`config.mk`:
```
export PLATFORM = sky130hd
export DESIGN_NAME = rc4_xor_stream_flat
export DESIGN_NICKNAME = d
export VERILOG_FILES = /design/src/rtl/rc4_pkg.sv /design/src/rtl/rc4_xor_stream_if.sv /design/src/rtl/rc4_ks_fifo.sv /design/src/rtl/rc4_xor_stream.sv /design/src/flat_wrapper.sv
export SDC_FILE = /design/constraint.sdc
export NUM_CORES = 1
export LEC_CHECK = 0
export CAP_MARGIN = 15
export CORE_MARGIN = 2
export CORE_UTILIZATION = 56
export CTS_CLUSTER_SIZE = 25
export DETAILED_ROUTE_END_ITERATION = 7
export GPL_TIMING_DRIVEN = 1
export HOLD_SLACK_MARGIN = 0.1
export PLACE_DENSITY = 0.81
export SYNTH_ARGS = -nofsm -noshare
export SYNTH_HDL_FRONTEND = slang
export SYNTH_SLANG_ARGS = --single-unit
```
`constraint.sdc`:
```
create_clock -name clk -period 7.1 [get_ports clk]
set_clock_uncertainty 0.2 [all_clocks]
set_input_delay 1.42 -clock clk [delete_from_list [all_inputs] [get_ports clk]]
set_output_delay 1.42 -clock clk [all_outputs]
set_load 0.01 [all_outputs]
```
`src/rtl/rc4_pkg.sv`:
```
// Shared constants and helpers for the RC4 keystream XOR datapath.
package rc4_pkg;

  localparam int unsigned BYTE_W = 8;

  typedef logic [1:0] state_t;

  localparam state_t IDLE  = 2'd0;
  localparam state_t RUN   = 2'd1;
  localparam state_t DRAIN = 2'd2;

  // Occupancy counter must represent 0..depth inclusive.
  function automatic int unsigned level_w(input int unsigned depth);
    return $clog2(depth) + 1;
  endfunction

endpackage

```
`src/rtl/rc4_xor_stream_if.sv`:
```
// Keystream, data-in and data-out byte streams of the RC4 XOR stage.
interface rc4_xor_stream_if;
  import rc4_pkg::*;

  logic              ks_valid;
  logic [BYTE_W-1:0] ks_data;
  logic              ks_ready;
  logic              din_valid;
  logic [BYTE_W-1:0] din_data;
  logic              din_ready;
  logic              dout_valid;
  logic [BYTE_W-1:0] dout_data;
  logic              dout_ready;

  modport master (
    output ks_valid, ks_data, din_valid, din_data, dout_ready,
    input  ks_ready, din_ready, dout_valid, dout_data
  );

  modport slave (
    input  ks_valid, ks_data, din_valid, din_data, dout_ready,
    output ks_ready, din_ready, dout_valid, dout_data
  );

endinterface

```
`src/rtl/rc4_ks_fifo.sv`:
```
// Single-clock FIFO with synchronous flush and an explicit occupancy counter.
module rc4_ks_fifo #(
  parameter int unsigned Depth = 4,
  parameter int unsigned Width = 8
) (
  input  logic                   clk,
  input  logic                   rst,
  input  logic                   flush,
  input  logic                   push,
  input  logic                   pop,
  input  logic [Width-1:0]       wdata,
  output logic [Width-1:0]       rdata,
  output logic                   full,
  output logic                   empty,
  output logic [$clog2(Depth):0] level
);

  localparam int unsigned PtrW = $clog2(Depth);
  localparam int unsigned LvlW = PtrW + 1;

  logic [Width-1:0] mem_q [Depth];
  logic [PtrW-1:0]  wr_ptr_q, rd_ptr_q;
  logic [LvlW-1:0]  count_q;
  logic             do_push, do_pop;

  assign full    = (count_q == LvlW'(Depth));
  assign empty   = (count_q == '0);
  assign level   = count_q;
  assign rdata   = mem_q[rd_ptr_q];
  assign do_push = push && !full;
  assign do_pop  = pop && !empty;

  // Depth is a power of two, so pointers wrap by natural overflow.
  always_ff @(posedge clk or posedge rst) begin
    if (rst) begin
      wr_ptr_q <= '0;
      rd_ptr_q <= '0;
      count_q  <= '0;
    end else if (flush) begin
      wr_ptr_q <= '0;
      rd_ptr_q <= '0;
      count_q  <= '0;
    end else begin
      if (do_push) wr_ptr_q <= wr_ptr_q + 1'b1;
      if (do_pop)  rd_ptr_q <= rd_ptr_q + 1'b1;
      if (do_push && !do_pop)      count_q <= count_q + 1'b1;
      else if (do_pop && !do_push) count_q <= count_q - 1'b1;
    end
  end

  always_ff @(posedge clk) begin
    if (do_push) mem_q[wr_ptr_q] <= wdata;
  end

endmodule

```
`src/rtl/rc4_xor_stream.sv`:
```
// XORs incoming data bytes with buffered RC4 keystream bytes for a programmed message length.
module rc4_xor_stream
  import rc4_pkg::*;
#(
  parameter int unsigned KS_DEPTH = 4,
  parameter int unsigned LEN_W    = 16
) (
  input  logic                          clk,
  input  logic                          rst,
  input  logic                          start,
  input  logic [LEN_W-1:0]              msg_len,
  rc4_xor_stream_if.slave               bus,
  output logic                          busy,
  output logic                          done,
  output logic [level_w(KS_DEPTH)-1:0]  ks_level
);

  state_t            state_q, state_d;
  logic [LEN_W-1:0]  rem_q, rem_d;
  logic              done_q, done_d;
  logic              dout_valid_q;
  logic [BYTE_W-1:0] dout_data_q;
  logic [BYTE_W-1:0] fifo_head;
  logic              fifo_full, fifo_empty;
  logic              out_free, combine, push, flush;

  assign out_free      = !dout_valid_q || bus.dout_ready;
  assign bus.ks_ready  = (state_q != IDLE) && !fifo_full;
  assign bus.din_ready = (state_q == RUN) && !fifo_empty && out_free;
  assign combine       = bus.din_valid && bus.din_ready;
  assign push          = bus.ks_valid && bus.ks_ready;
  // Surplus keystream from the previous message is dropped on a new start.
  assign flush         = (state_q == IDLE) && start && (msg_len != '0);

  assign busy           = (state_q != IDLE);
  assign done           = done_q;
  assign bus.dout_valid = dout_valid_q;
  assign bus.dout_data  = dout_data_q;

  rc4_ks_fifo #(
    .Depth (KS_DEPTH),
    .Width (BYTE_W)
  ) u_ks_fifo (
    .clk   (clk),
    .rst   (rst),
    .flush (flush),
    .push  (push),
    .pop   (combine),
    .wdata (bus.ks_data),
    .rdata (fifo_head),
    .full  (fifo_full),
    .empty (fifo_empty),
    .level (ks_level)
  );

  always_comb begin
    state_d = state_q;
    rem_d   = rem_q;
    done_d  = 1'b0;
    case (state_q)
      IDLE: begin
        if (start) begin
          if (msg_len == '0) begin
            done_d = 1'b1;
          end else begin
            state_d = RUN;
            rem_d   = msg_len;
          end
        end
      end
      RUN: begin
        if (combine) begin
          rem_d = rem_q - 1'b1;
          if (rem_q == LEN_W'(1)) state_d = DRAIN;
        end
      end
      DRAIN: begin
        if (out_free) begin
          done_d  = 1'b1;
          state_d = IDLE;
        end
      end
      default: state_d = IDLE;
    endcase
  end

  always_ff @(posedge clk or posedge rst) begin
    if (rst) begin
      state_q      <= IDLE;
      rem_q        <= '0;
      done_q       <= 1'b0;
      dout_valid_q <= 1'b0;
      dout_data_q  <= '0;
    end else begin
      state_q <= state_d;
      rem_q   <= rem_d;
      done_q  <= done_d;
      if (combine) begin
        dout_valid_q <= 1'b1;
        dout_data_q  <= bus.din_data ^ fifo_head;
      end else if (bus.dout_ready) begin
        dout_valid_q <= 1'b0;
      end
    end
  end

endmodule
```
`src/flat_wrapper.sv`:
```
// flat-port wrapper written by rule: the top's interface ports become plain ports
module rc4_xor_stream_flat import rc4_pkg::*;
#(
  parameter int unsigned KS_DEPTH = 4,
  parameter int unsigned LEN_W    = 16
)
  (clk, rst, start, msg_len, busy, done, ks_level, bus_ks_valid, bus_ks_data, bus_din_valid, bus_din_data, bus_dout_ready, bus_ks_ready, bus_din_ready, bus_dout_valid, bus_dout_data);
  rc4_xor_stream_if bus_i ();
  input  logic clk;
  input  logic rst;
  input  logic start;
  input  logic [LEN_W-1:0] msg_len;
  output logic busy;
  output logic done;
  output logic [level_w(KS_DEPTH)-1:0] ks_level;
  input wire logic [$bits(bus_i.ks_valid)-1:0] bus_ks_valid;
  input wire logic [$bits(bus_i.ks_data)-1:0] bus_ks_data;
  input wire logic [$bits(bus_i.din_valid)-1:0] bus_din_valid;
  input wire logic [$bits(bus_i.din_data)-1:0] bus_din_data;
  input wire logic [$bits(bus_i.dout_ready)-1:0] bus_dout_ready;
  output wire logic [$bits(bus_i.ks_ready)-1:0] bus_ks_ready;
  output wire logic [$bits(bus_i.din_ready)-1:0] bus_din_ready;
  output wire logic [$bits(bus_i.dout_valid)-1:0] bus_dout_valid;
  output wire logic [$bits(bus_i.dout_data)-1:0] bus_dout_data;
  assign bus_i.ks_valid = bus_ks_valid;
  assign bus_i.ks_data = bus_ks_data;
  assign bus_i.din_valid = bus_din_valid;
  assign bus_i.din_data = bus_din_data;
  assign bus_i.dout_ready = bus_dout_ready;
  assign bus_ks_ready = bus_i.ks_ready;
  assign bus_din_ready = bus_i.din_ready;
  assign bus_dout_valid = bus_i.dout_valid;
  assign bus_dout_data = bus_i.dout_data;
  rc4_xor_stream #(.KS_DEPTH(KS_DEPTH), .LEN_W(LEN_W)) u_core (.clk(clk), .rst(rst), .start(start), .msg_len(msg_len), .bus(bus_i), .busy(busy), .done(done), .ks_level(ks_level));
endmodule
```
# Yosys cells after proc, flatten, opt, wreduce, memory -nomap -nowiden
# Memories as Yosys holds them, arrays and structs flattened.
# Cells that the tools add are included.
# word_totals
register_bits,35
ramBits,32
input_bits,38
out_inout_bits,16
word_cells,78
mem_count,1
# op_classes
addsub,5
n_eq_ne,9
mux,25
bitwise,1
n_reduce_logical,29
# memory_table
name,words,width,read_ports,rd_clocked_by_memory_dff,wr,line,text
u_core.u_ks_fifo.mem_q,4,8,1,0,1,rc4_ks_fifo.sv:21,logic [Width-1:0] mem_q [Depth];
# ops
cell,n
two-way mux 16 bit,3
case mux 16 bit (2 select lines),1
two-way mux 2 bit,9
"equality test 16 x 1 -> 1 bit, second input constant",1
zero test 16 bit,1
nonzero test 16 bit,1
"subtractor 16 x 1 -> 16 bit, second input constant",1
logical AND 1 bit,11
nonzero test 2 bit,5
two-way mux 3 bit,3
"inequality test 2 bit, second input constant",4
XOR 8 bit,1
two-way mux 1 bit,7
case mux 2 bit (3 select lines),1
zero test 1 bit,5
AND reduction 5 bit,1
"adder 2 x 1 -> 2 bit, second input constant",2
AND reduction 4 bit,1
"adder 3 x 1 -> 3 bit, second input constant",1
"equality test 3 bit, second input constant",1
zero test 3 bit,1
nonzero test 3 bit,1
"subtractor 3 x 1 -> 3 bit, second input constant",1
"equality test 2 x 1 -> 1 bit, second input constant",1
5 further kinds,5

# Longest topological paths before layout
# Gate-level depths: netlist of the first run.
# depth
ltp_word,10
mapped_depth,12
ltp_nobuf,9

# Modules after synthesis
# From an unflattened synthesis of the first run, not the netlist that was laid out.
# hier_totals
hier_cells,293
hier_area_um2,3360.7
# by_module_without_submodules
module,instances,cells_each,area_each_um2,seq_area_each_um2
rc4_ks_fifo,1,107,1741.7,1136.1
rc4_xor_stream,1,186,1619.1,700.7

# Least setup slack after synthesis of the first run
# OpenSTA, ideal clock, no wires.
# synth_timing
path_type,in2reg
startpoint,input bus_dout_ready
endpoint,register u_core.u_ks_fifo.count_q[2] (netlist: u_core.u_ks_fifo.level[2])
setup_time_ns,0.122
t_arrival_ns,3.206
required_time_ns,6.778
slack_ns,3.572
cell_stages,12
path_buffers,3
cell_sequence,nand2b_1 -> and4_4 -> buf_6 -> clkinv_8 -> buf_6 -> buf_6 -> ha_1 -> fa_1 -> xnor2_1 -> nor2_1 -> xnor2_1 -> nor2_1
# synth_via
elab_chain_len,8
word_cells_on_any_way,10
classes_between,mux: 2; reduce/logical: 8
# synth_rtl
item,line,text
start: declaration,flat_wrapper.sv:20,input wire logic [$bits(bus_i.dout_ready)-1:0] bus_dout_ready;
logical OR 1 bit *,rc4_xor_stream.sv:27,assign out_free = !dout_valid_q || bus.dout_ready;
logical AND 1 bit *,rc4_xor_stream.sv:29,assign bus.din_ready = (state_q == RUN) && !fifo_empty && out_free;
logical AND 1 bit *,rc4_xor_stream.sv:30,assign combine = bus.din_valid && bus.din_ready;
logical AND 1 bit *,rc4_ks_fifo.sv:31,assign do_pop = pop && !empty;
zero test 1 bit,rc4_ks_fifo.sv:46,if (do_push && !do_pop) count_q <= count_q + 1'b1;
logical AND 1 bit,rc4_ks_fifo.sv:46,
two-way mux 3 bit,rc4_ks_fifo.sv:46,
two-way mux 3 bit,rc4_ks_fifo.sv:39,end else if (flush) begin
end signal: assignment,rc4_ks_fifo.sv:46,
end signal: assignment,rc4_ks_fifo.sv:47,else if (do_pop && !do_push) count_q <= count_q - 1'b1;
end: declaration,rc4_ks_fifo.sv:23,logic [LvlW-1:0] count_q;
# Mark *: on every way between the ends. The rest lies on a longest branch, timed or not.
# A chain may end at the register's enable or synchronous reset.

# Worst setup path after layout of the first run
# layout_timing
startpoint,input bus_dout_ready
endpoint,output bus_din_ready
# layout_via
elab_chain_len,2
# layout_rtl
item,line,text
logical OR 1 bit,rc4_xor_stream.sv:27,
logical AND 1 bit,rc4_xor_stream.sv:29,
end: declaration,flat_wrapper.sv:22,output wire logic [$bits(bus_i.din_ready)-1:0] bus_din_ready;
# No other way between the ends.

==> flow_metrics.py, run 1 <==
metrics = {
    "synthesis": {
        "synth_area_per_cell_um2": 11.9,
        "synth.top_cells.by_count": "dfrtp_1 (35), edfxtp_1 (32), nand2_1 (28)",
        "synth-edff-count": 32,
        "yosysTopAreaCellShare": 0.284,
        "ys_seq_elements": 67,
        "ys_warn_count": 0,
        "synthCells": 284,
        "synthFlopType": "dfrtp_1",
        "netlist_area_um2": 3380,
        "synth_area_leader_cell": "edfxtp_1",
        "synth_cell_types": 61,
        "ys_seq_area_frac": 0.543,
        "synth_nets": 330,
        "ys_top_cells_by_area": "edfxtp_1 (28%), dfrtp_1 (26%), mux4_2 (5.3%), nand2_1 (3.1%), xnor2_1 (3.1%)",
        "async_flop_share": 0.522,
        "synth.most_common_cell": "dfrtp_1",
    },
    "setup_path": {
        "arrival_ns": 2.77,
        "worstPathCellList": "clkdlybuf4s50_1 -> nand2b_1 -> and3_1 -> clkdlybuf4s50_1",
        "critPathBufInv": 2,
        "path_max_fanout": 5,
        "cp-start-kind": "primary input",
        "crit_type": "in -> out",
        "max_stage_delay_ns": 0.53,
        "crit_required_ns": 5.48,
        "crit_path_end_kind": "output port",
        "crit_top_cell": "clkdlybuf4s50_1",
        "cpLargestDelayFamily": "buffers and inverters",
        "critical-path-slowest-cell": "clkdlybuf4s50_1",
    },
    "final_layout": {
        "nFillCells": 432,
        "nets": 380,
        "final_cell_area_um2": 4130,
        "fin_cells": 414,
        "drive_gt1_frac": 0.115,
        "n_antenna_cell": 0,
        "area_growth_syn_to_layout_pct": 22.2,
    },
    "timing": {
        "worst_pin_slew_ns": 0.959,
        "report.final.slew_viol_count": 0,
        "clock.fmax_ghz": 0.228,
        "fin_hold_ws_ns": 0.290,
        "min_period_ns": 4.39,
        "rsz0062_at_grt": "no",
        "finalSetupViolCount": 0,
        "fin_crit_sh": 0.618,
        "finalHoldViolCount": 0,
        "relSlewSlack": 0.361,
        "tns_ns": 0,
    },
    "placed_design": {
        "placed_cell_area_um2": 3920,
        "port_buffers": 53,
        "place_inst": 397,
        "hpwl_um": 5050,
        "routabilityCongestion": 0.846,
    },
    "route": {
        "routed_wl_um": 7260,
        "vias": 2493,
        "routed_via_density": 6.02,
        "drc": 0,
        "drt.antenna.violating_nets": 0,
        "drt_first_pass_iters": 5,
        "drt_iter0_drc": 177,
        "wl_per_cell_um": 17.5,
    },
    "die": {
        "dieWidth_um": 81.7,
        "die-area_um2": 6670,
        "fp-row-count": 28,
        "start_util": 0.574,
        "fp.coreArea_um2": 5890,
        "die_y_um": 81.7,
        "ios": 54,
    },
    "power": {
        "p_per_area_nw_per_um2": 332,
        "p_leak_nw": 1.51,
        "ir_worst_vdd_mv": 0.236,
    },
    "grt": {
        "track_usage": 0.236,
        "grt_pass1_wl_um": 11800,
        "antenna_found_initial": 0,
        "grt_overflow": 0,
        "grt_pass1_vias": 2433,
        "grt_max_degree": 36,
    },
    "hold_path": {
        "min_path_type": "reg -> reg",
    },
    "clock_tree": {
        "ctsResizeCount": 0,
        "cts_buffers": 9,
        "cts.htree.levels": 3,
        "insertion_delay_ns": 0.34,
        "hold_buffers": 0,
        "cts-root-buf": "clkbuf_8",
        "cts_tree": "done",
        "cts.sinks": 67,
        "clk_pin_slew_worst_paths_ns": 0.08,
        "cts_buffer_depth": 2,
        "postCtsSetupBuffers": 0,
    },
    "run": {
        "maxCapViolCount": 0,
    },
    "outcome": {
        "status": "completed",
    },
}
state kept, by name, indices dropped and copies added (netlist names):
signal / count
u_core.bus.dout_data: 8
u_core.bus.dout_valid: 1
u_core.done: 1
u_core.rem_q: 16
u_core.state_q: 2
u_core.u_ks_fifo.level: 3
u_core.u_ks_fifo.mem_q: 32
u_core.u_ks_fifo.rd_ptr_q: 2
u_core.u_ks_fifo.wr_ptr_q: 2
layer usage:
| layer | GRT usage | vias up | wire [um] | share of wire |
|---|---|---|---|---|
| li1 | - | 1172 | - | - |
| met1 | 0.320 | 1215 | 3180 | 0.44 |
| met2 | 0.376 | 92 | 3520 | 0.48 |
| met3 | 0.0495 | 14 | 447 | 0.062 |
| met4 | 0.0900 | 0 | 119 | 0.016 |
| met5 | 0 | - | 0 | 0 |
worst min-delay path: cells and delay by family, from the launching register on:
| family | cells | cell delay (ns) |
|---|---|---|
| and+or+nand+nor | 1 | 0.05 |
| AOI/OAI and AO/OA | 1 | 0.06 |
| DFF | 1 | 0.35 |
layout make-up:
class	count	area (um^2)	share of cell area
repair buffers	56	557	0.135
clock buffers	9	124	0.0300
flip-flops and latches	67	1840	0.444
multi-input cells	187	1380	0.333
inverters	13	61.3	0.0148
well taps	75	93.8	0.0227
clock inverters	7	82.6	0.0200
worst paths after layout:
check	startpoint	endpoint	slack, ns	cells after the start
worst max-delay path	bus_dout_ready	bus_din_ready	2.71	4
max in group asynchronous	rst	u_core.u_ks_fifo.level[0]	5.08	3
min in group asynchronous	rst	u_core.rem_q[12]	1.28	3
worst min-delay path	u_core.bus.dout_data[3]	u_core.bus.dout_data[3]	0.29	2
worst min register to register	u_core.bus.dout_data[3]	u_core.bus.dout_data[3]	0.29	2
worst max register to register	u_core.state_q[0]	u_core.u_ks_fifo.level[2]	4.37	10
power breakdown:
group / total (mW) / internal (mW) / switching (mW) / leakage (nW)
Combinational: 0.456 / 0.241 / 0.214 / 0.724
Sequential: 0.587 / 0.503 / 0.0837 / 0.691
Clock: 0.329 / 0.168 / 0.160 / 0.0988
per-stage QoR:
| stage | setup slack, ns | total power, mW | utilization |
|---|---|---|---|
| floorplan | 3.57 | 0.893 | - |
| global placement | 2.71 | 1.03 | 0.665 |
| detailed placement | 2.70 | 1.05 | 0.665 |
| CTS | 2.70 | 1.38 | 0.700 |
| global route | 2.65 | 1.46 | 0.702 |
| finish | 2.71 | 1.37 | 0.702 |
logic make-up (layout without fill, tap and decap cells):
| group | Yosys count | count (layout) | synth area share |
|---|---|---|---|
| flip-flops | 67 | 67 | 0.543 |
| adder cells (fa/ha/maj) | 8 | 8 | 0.0318 |
| XOR/XNOR | 13 | 13 | 0.0337 |
| multiplexers | 11 | 11 | 0.0625 |
| AO/OA/AOI/OAI | 56 | 56 | 0.128 |
| AND/OR/NAND/NOR | 99 | 99 | 0.151 |
| buffers and inverters | 30 | 85 | 0.0492 |
placed cells by master (no fill, tap or decap), drive strengths merged, types with 2 or more instances in the layout:
| cell | n |
|---|---|
| clkdlybuf4s50 | 53 |
| dfrtp | 35 |
| edfxtp | 32 |
| nand2 | 28 |
| nor2 | 23 |
| inv | 16 |
| xnor2 | 12 |
| o21ai | 12 |
| clkbuf | 9 |
| nor4 | 9 |
| a21oi | 8 |
| mux4 | 8 |
| o221ai | 8 |
| ha | 7 |
| nor3 | 7 |
| nand4 | 5 |
| o211ai | 5 |
| nand3 | 5 |
| nand2b | 4 |
| or3 | 4 |
| and2 | 4 |
| o31a | 3 |
| o311ai | 3 |
| buf | 3 |
| mux2i | 2 |
| a221oi | 2 |
| clkinvlp | 2 |
| and4 | 2 |
| a211oi | 2 |
Power figures use the tool's default switching activity.
==> run 2: changes to the inputs <==
--- a/config.mk
+++ b/config.mk
@@ -7,12 +7,12 @@
 export LEC_CHECK = 0
 export CAP_MARGIN = 15
 export CORE_MARGIN = 2
-export CORE_UTILIZATION = 56
+export CORE_UTILIZATION = 48
 export CTS_CLUSTER_SIZE = 25
 export DETAILED_ROUTE_END_ITERATION = 7
 export GPL_TIMING_DRIVEN = 1
 export HOLD_SLACK_MARGIN = 0.1
-export PLACE_DENSITY = 0.81
+export PLACE_DENSITY = 0.74
 export SYNTH_ARGS = -nofsm -noshare
 export SYNTH_HDL_FRONTEND = slang
 export SYNTH_SLANG_ARGS = --single-unit
==> constraint.sdc (replaced) <==
create_clock -name clk -period 3.9 [get_ports clk]
set_clock_uncertainty 0.2 [all_clocks]
set_input_delay 0.78 -clock clk [delete_from_list [all_inputs] [get_ports clk]]
set_output_delay 0.78 -clock clk [all_outputs]
set_load 0.01 [all_outputs]
==> run 2 against run 1 <==
- final cell count rose by 5.1%
- first-iteration DRC count fell by 21%
- clock power rose by 84%
- clock-buffer cell count did not move
- die area rose by 16%
- combinational power rose by 80%
- non-clock buffer count did not move
- register-to-register slack got worse by 3.1 ns
==> flow_metrics.py, run 2 (synthesis results as in run 1) <==
metrics = {
    "clock_tree": {
        "hold_buffers": 0,
        "postCtsSetupBuffers": 0,
        "cts_buffers": 9,
        "cts.sinks": 67,
        "cts_tree": "done",
        "cts-root-buf": "clkbuf_8",
        "clk_pin_slew_worst_paths_ns": 0.08,
        "ctsResizeCount": 0,
        "cts_buffer_depth": 2,
        "cts.htree.levels": 3,
        "insertion_delay_ns": 0.34,
    },
    "timing": {
        "worst_pin_slew_ns": 0.958,
        "tns_ns": 0,
        "clock.fmax_ghz": 0.324,
        "finalHoldViolCount": 0,
        "min_period_ns": 3.09,
        "report.final.slew_viol_count": 0,
        "relSlewSlack": 0.361,
        "fin_crit_sh": 0.792,
        "rsz0062_at_grt": "no",
        "finalSetupViolCount": 0,
    },
    "die": {
        "start_util": 0.498,
        "fp-row-count": 30,
        "die_y_um": 87.9,
        "die-area_um2": 7730,
        "dieWidth_um": 87.9,
        "fp.coreArea_um2": 6790,
        "ios": 54,
    },
    "route": {
        "drt.antenna.violating_nets": 0,
        "routed_wl_um": 7330,
        "wl_per_cell_um": 16.9,
        "drc": 0,
        "routed_via_density": 5.57,
        "drt_first_pass_iters": 5,
        "vias": 2422,
        "drt_iter0_drc": 139,
    },
    "grt": {
        "grt_overflow": 0,
        "grt_max_degree": 36,
        "antenna_found_initial": 0,
        "grt_pass1_vias": 2330,
        "track_usage": 0.198,
        "grt_pass1_wl_um": 11400,
    },
    "setup_path": {
        "arrival_ns": 2.11,
        "max_stage_delay_ns": 0.53,
        "worst_r2r_startpoint": "u_core.state_q[0]",
        "worst-path-stages": 4,
        "r2r-end": "u_core.u_ks_fifo.level[2]",
        "crit_end": "bus_din_ready",
        "critPathBufInv": 2,
        "reg2reg_slack_ns": 1.31,
        "cp-start-kind": "primary input",
        "crit_path_end_kind": "output port",
        "path_max_fanout": 5,
        "reg2reg_depth": 9,
        "cpLargestDelayFamily": "buffers and inverters",
        "startpoint": "bus_dout_ready",
        "worstPathCellList": "clkdlybuf4s50_1 -> nand2b_1 -> and3_1 -> clkdlybuf4s50_1",
        "critical-path-slowest-cell": "clkdlybuf4s50_1",
        "crit_top_cell": "clkdlybuf4s50_1",
        "crit_required_ns": 2.92,
        "crit_type": "in -> out",
    },
    "final_layout": {
        "drive_gt1_frac": 0.115,
        "final_cell_mix": "clkdlybuf4s50_1 (53), dfrtp_1 (35), edfxtp_1 (32)",
        "area_growth_syn_to_layout_pct": 22.9,
        "n_antenna_cell": 0,
        "top_register": "u_core.u_ks_fifo.mem_q",
        "final_common_cell": "clkdlybuf4s50_1",
        "nets": 380,
        "largest_reg_flops": 32,
        "nFillCells": 544,
    },
    "power": {
        "ir_worst_vdd_mv": 0.289,
        "p_leak_nw": 1.52,
        "p_per_area_nw_per_um2": 600,
        "fin_total_pwr_mw": 2.50,
    },
    "run": {
        "maxCapViolCount": 0,
    },
    "placed_design": {
        "port_buffers": 53,
        "routabilityCongestion": 0.903,
        "hpwl_um": 5110,
    },
    "hold_path": {
        "min_from": "u_core.bus.dout_data[3]",
        "hold_path_depth": 2,
        "min_path_type": "reg -> reg",
    },
    "outcome": {
        "status": "completed",
    },
}
==> run 2: per-layer routing <==
layer,share of wire,GRT usage
met4,0.013,0.0909
met5,0,0
met2,0.50,0.322
met1,0.44,0.260
met3,0.050,0.0368
==> run 2: worst min-delay path by stage <==
| stage | endpoint | slack, ns |
|---|---|---|
| 2_1_floorplan | u_core.done | 0.26 |
| 3_3_place_gp | u_core.bus.dout_data[6] | 0.27 |
| 3_5_place_dp | u_core.bus.dout_data[6] | 0.28 |
| 4_1_cts | u_core.bus.dout_data[6] | 0.30 |
| 6_report | u_core.bus.dout_data[3] | 0.29 |
| 5_1_grt | u_core.bus.dout_data[7] | 0.31 |
==> run 2: final cells by class <==
type	instances	area, um^2	share of cell area
inverter	13	61.3	0.0148
tap	96	120	0.0289
multi-input combinational	187	1380	0.331
clock inverter	7	83.8	0.0202
timing repair buffer	56	553	0.133
clock buffer	9	124	0.0298
sequential	67	1840	0.442
==> run 2: power by group <==
group          switching, mW  internal (mW)  total [mW]
Clock                  0.298          0.306       0.605
Sequential             0.153          0.916        1.07
Combinational          0.383          0.439       0.823
Total                  0.835           1.66        2.50
==> run 2: metrics by stage <==
| step | cell area (um^2) | utilization | std cells | hold WS (ns) | setup WS, ns |
|---|---|---|---|---|---|
| CTS | 4160 | 0.612 | 435 | 0.297 | 0.805 |
| floorplan | 3380 | - | 284 | 0.265 | 1.01 |
| finish | 4160 | 0.612 | 435 | 0.289 | 0.812 |
| detailed placement | 3950 | 0.581 | 419 | 0.277 | 0.569 |
| global route | 4160 | 0.612 | 435 | 0.315 | 0.761 |
| global placement | 3950 | 0.581 | 419 | 0.265 | 0.634 |
==> run 2: tightest hold or removal path, stage by stage, from the launching register on <==
cell	delay, ns
dfrtp_1	0.35
nand2_1	0.05
o21ai_0	0.06
==> run 3: changes to the inputs <==
==> constraint.sdc (replaced) <==
create_clock -name clk -period 2.5 [get_ports clk]
set_clock_uncertainty 0.2 [all_clocks]
set_input_delay 0.5 -clock clk [delete_from_list [all_inputs] [get_ports clk]]
set_output_delay 0.5 -clock clk [all_outputs]
set_load 0.01 [all_outputs]
==> run 3 against run 2 <==
- final cell count is 5.3% higher
- first-iteration DRC count is 40% higher
- non-clock buffer count is 23 higher
- combinational power is 74% higher
- total power is 59% higher
- clock power is 49% higher
- cell area is 4.2% higher
- core utilization is 2.6 points higher
- largest power group unchanged
- critical path depth is 1 lower
==> flow_metrics.py, run 3 (synthesis results as in run 1) <==
metrics = {
    "timing": {
        "report.final.slew_viol_count": 0,
        "fin_crit_sh": 0.932,
        "finalHoldViolCount": 0,
        "rsz0062_at_grt": "no",
        "clock.fmax_ghz": 0.429,
        "min_period_ns": 2.33,
        "worst_pin_slew_ns": 0.536,
        "relSlewSlack": 0.643,
        "finalSetupViolCount": 0,
    },
    "clock_tree": {
        "cts-root-buf": "clkbuf_8",
        "clk_pin_slew_worst_paths_ns": 0.08,
        "cts.sinks": 67,
        "cts_buffer_depth": 2,
        "cts.htree.levels": 3,
        "insertion_delay_ns": 0.34,
        "cts_buffers": 9,
        "cts_tree": "done",
        "hold_buffers": 0,
    },
    "setup_path": {
        "crit_required_ns": 1.80,
        "arrival_ns": 1.63,
        "path_max_fanout": 6,
        "crit_path_end_kind": "output port",
        "cp-start-kind": "flip-flop",
        "crit_type": "reg -> out",
    },
    "die": {
        "start_util": 0.498,
        "fp.coreArea_um2": 6790,
        "ios": 54,
        "die_y_um": 87.9,
        "dieWidth_um": 87.9,
        "die-area_um2": 7730,
        "fp-row-count": 30,
    },
    "final_layout": {
        "n_antenna_cell": 0,
        "final_common_cell": "clkdlybuf4s50_1",
        "top_register": "u_core.u_ks_fifo.mem_q",
        "final_util": 0.638,
        "area_growth_syn_to_layout_pct": 28.2,
        "drive_gt1_frac": 0.180,
        "final_cell_mix": "clkdlybuf4s50_1 (52), dfrtp_1 (35), edfxtp_1 (32)",
        "largest_reg_flops": 32,
        "nets": 403,
        "fin_cells": 458,
    },
    "grt": {
        "antenna_found_initial": 0,
        "grt_overflow": 0,
        "grt_pass1_vias": 2446,
        "grt_pass1_wl_um": 12100,
        "grt_max_degree": 36,
        "track_usage": 0.208,
    },
    "power": {
        "ir_worst_vdd_mv": 0.470,
        "p_leak_nw": 1.63,
        "p_per_area_nw_per_um2": 916,
    },
    "route": {
        "routed_via_density": 5.44,
        "routed_wl_um": 7440,
        "vias": 2493,
        "drt.antenna.violating_nets": 0,
        "drc": 0,
        "drt_iter0_drc": 195,
        "drt_first_pass_iters": 4,
        "wl_per_cell_um": 16.2,
    },
    "placed_design": {
        "port_buffers": 53,
        "place_inst": 441,
        "routabilityCongestion": 0.869,
        "hpwl_um": 5340,
    },
    "run": {
        "maxCapViolCount": 0,
    },
    "hold_path": {
        "min_path_type": "reg -> reg",
    },
    "outcome": {
        "status": "completed",
    },
}
[run 3: worst paths after layout]
kind | start | to | slack [ns] | depth (start not counted)
worst max-delay path | u_core.state_q[0] | bus_ks_ready | 0.17 | 3
worst min-delay path | u_core.bus.dout_data[2] | u_core.bus.dout_data[2] | 0.28 | 2
worst max register to register | u_core.state_q[0] | u_core.u_ks_fifo.level[2] | 0.20 | 9
worst min register to register | u_core.bus.dout_data[2] | u_core.bus.dout_data[2] | 0.28 | 2
max in group asynchronous | rst | u_core.rem_q[13] | 1.40 | 3
min in group asynchronous | rst | u_core.rem_q[10] | 0.37 | 3
[run 3: metal layers]
layer	share of wire	up-vias	GRT usage	wire [um]
li1	-	1211	-	-
met1	0.47	1214	0.300	3510
met2	0.48	62	0.320	3550
met3	0.039	6	0.0320	292
met4	0.012	0	0.0783	87
met5	0	-	0	0
[run 3: worst max-delay path, stage by stage (launching register included)]
cell,delay (ns)
dfrtp_1,0.43
nor2_1,0.30
a21oi_1,0.08
clkdlybuf4s50_1,0.49
[run 3: stage by stage]
stage / cell area, um^2 / worst slack [ns] / TNS (ns) / power (mW) / hold slack, ns
3_3_place_gp: 4130 / -0.127 / -0.307 / 3.04 / 0.263
6_report: 4330 / 0.171 / 0 / 3.97 / 0.283
3_5_place_dp: 4130 / -0.168 / -0.432 / 3.11 / 0.273
4_1_cts: 4330 / 0.143 / 0 / 4.03 / 0.293
5_1_grt: 4330 / 0.0434 / 0 / 4.25 / 0.342
2_1_floorplan: 3390 / -0.00475 / -0.00475 / 2.55 / 0.265
[run 3: report_power, final]
part	internal (mW)	switching, mW
Sequential	1.43	0.206
Clock	0.469	0.435
Combinational	0.777	0.654
[run 3: area by class of cell]
type | count | area [um^2]
sequential | 67 | 1840
tap | 96 | 120
inverter | 13 | 61.3
fill | 550 | 2460
multi-input combinational | 187 | 1390
clock buffer | 9 | 124
clock inverter | 7 | 76.3
timing repair buffer | 79 | 724
[run 3: timing repair]
| action | in CTS | in global routing |
|---|---|---|
| resized for setup | 1 | 0 |
| buffers inserted | 1 | 0 |
| endpoints found under the setup margin | 1 | 0 |
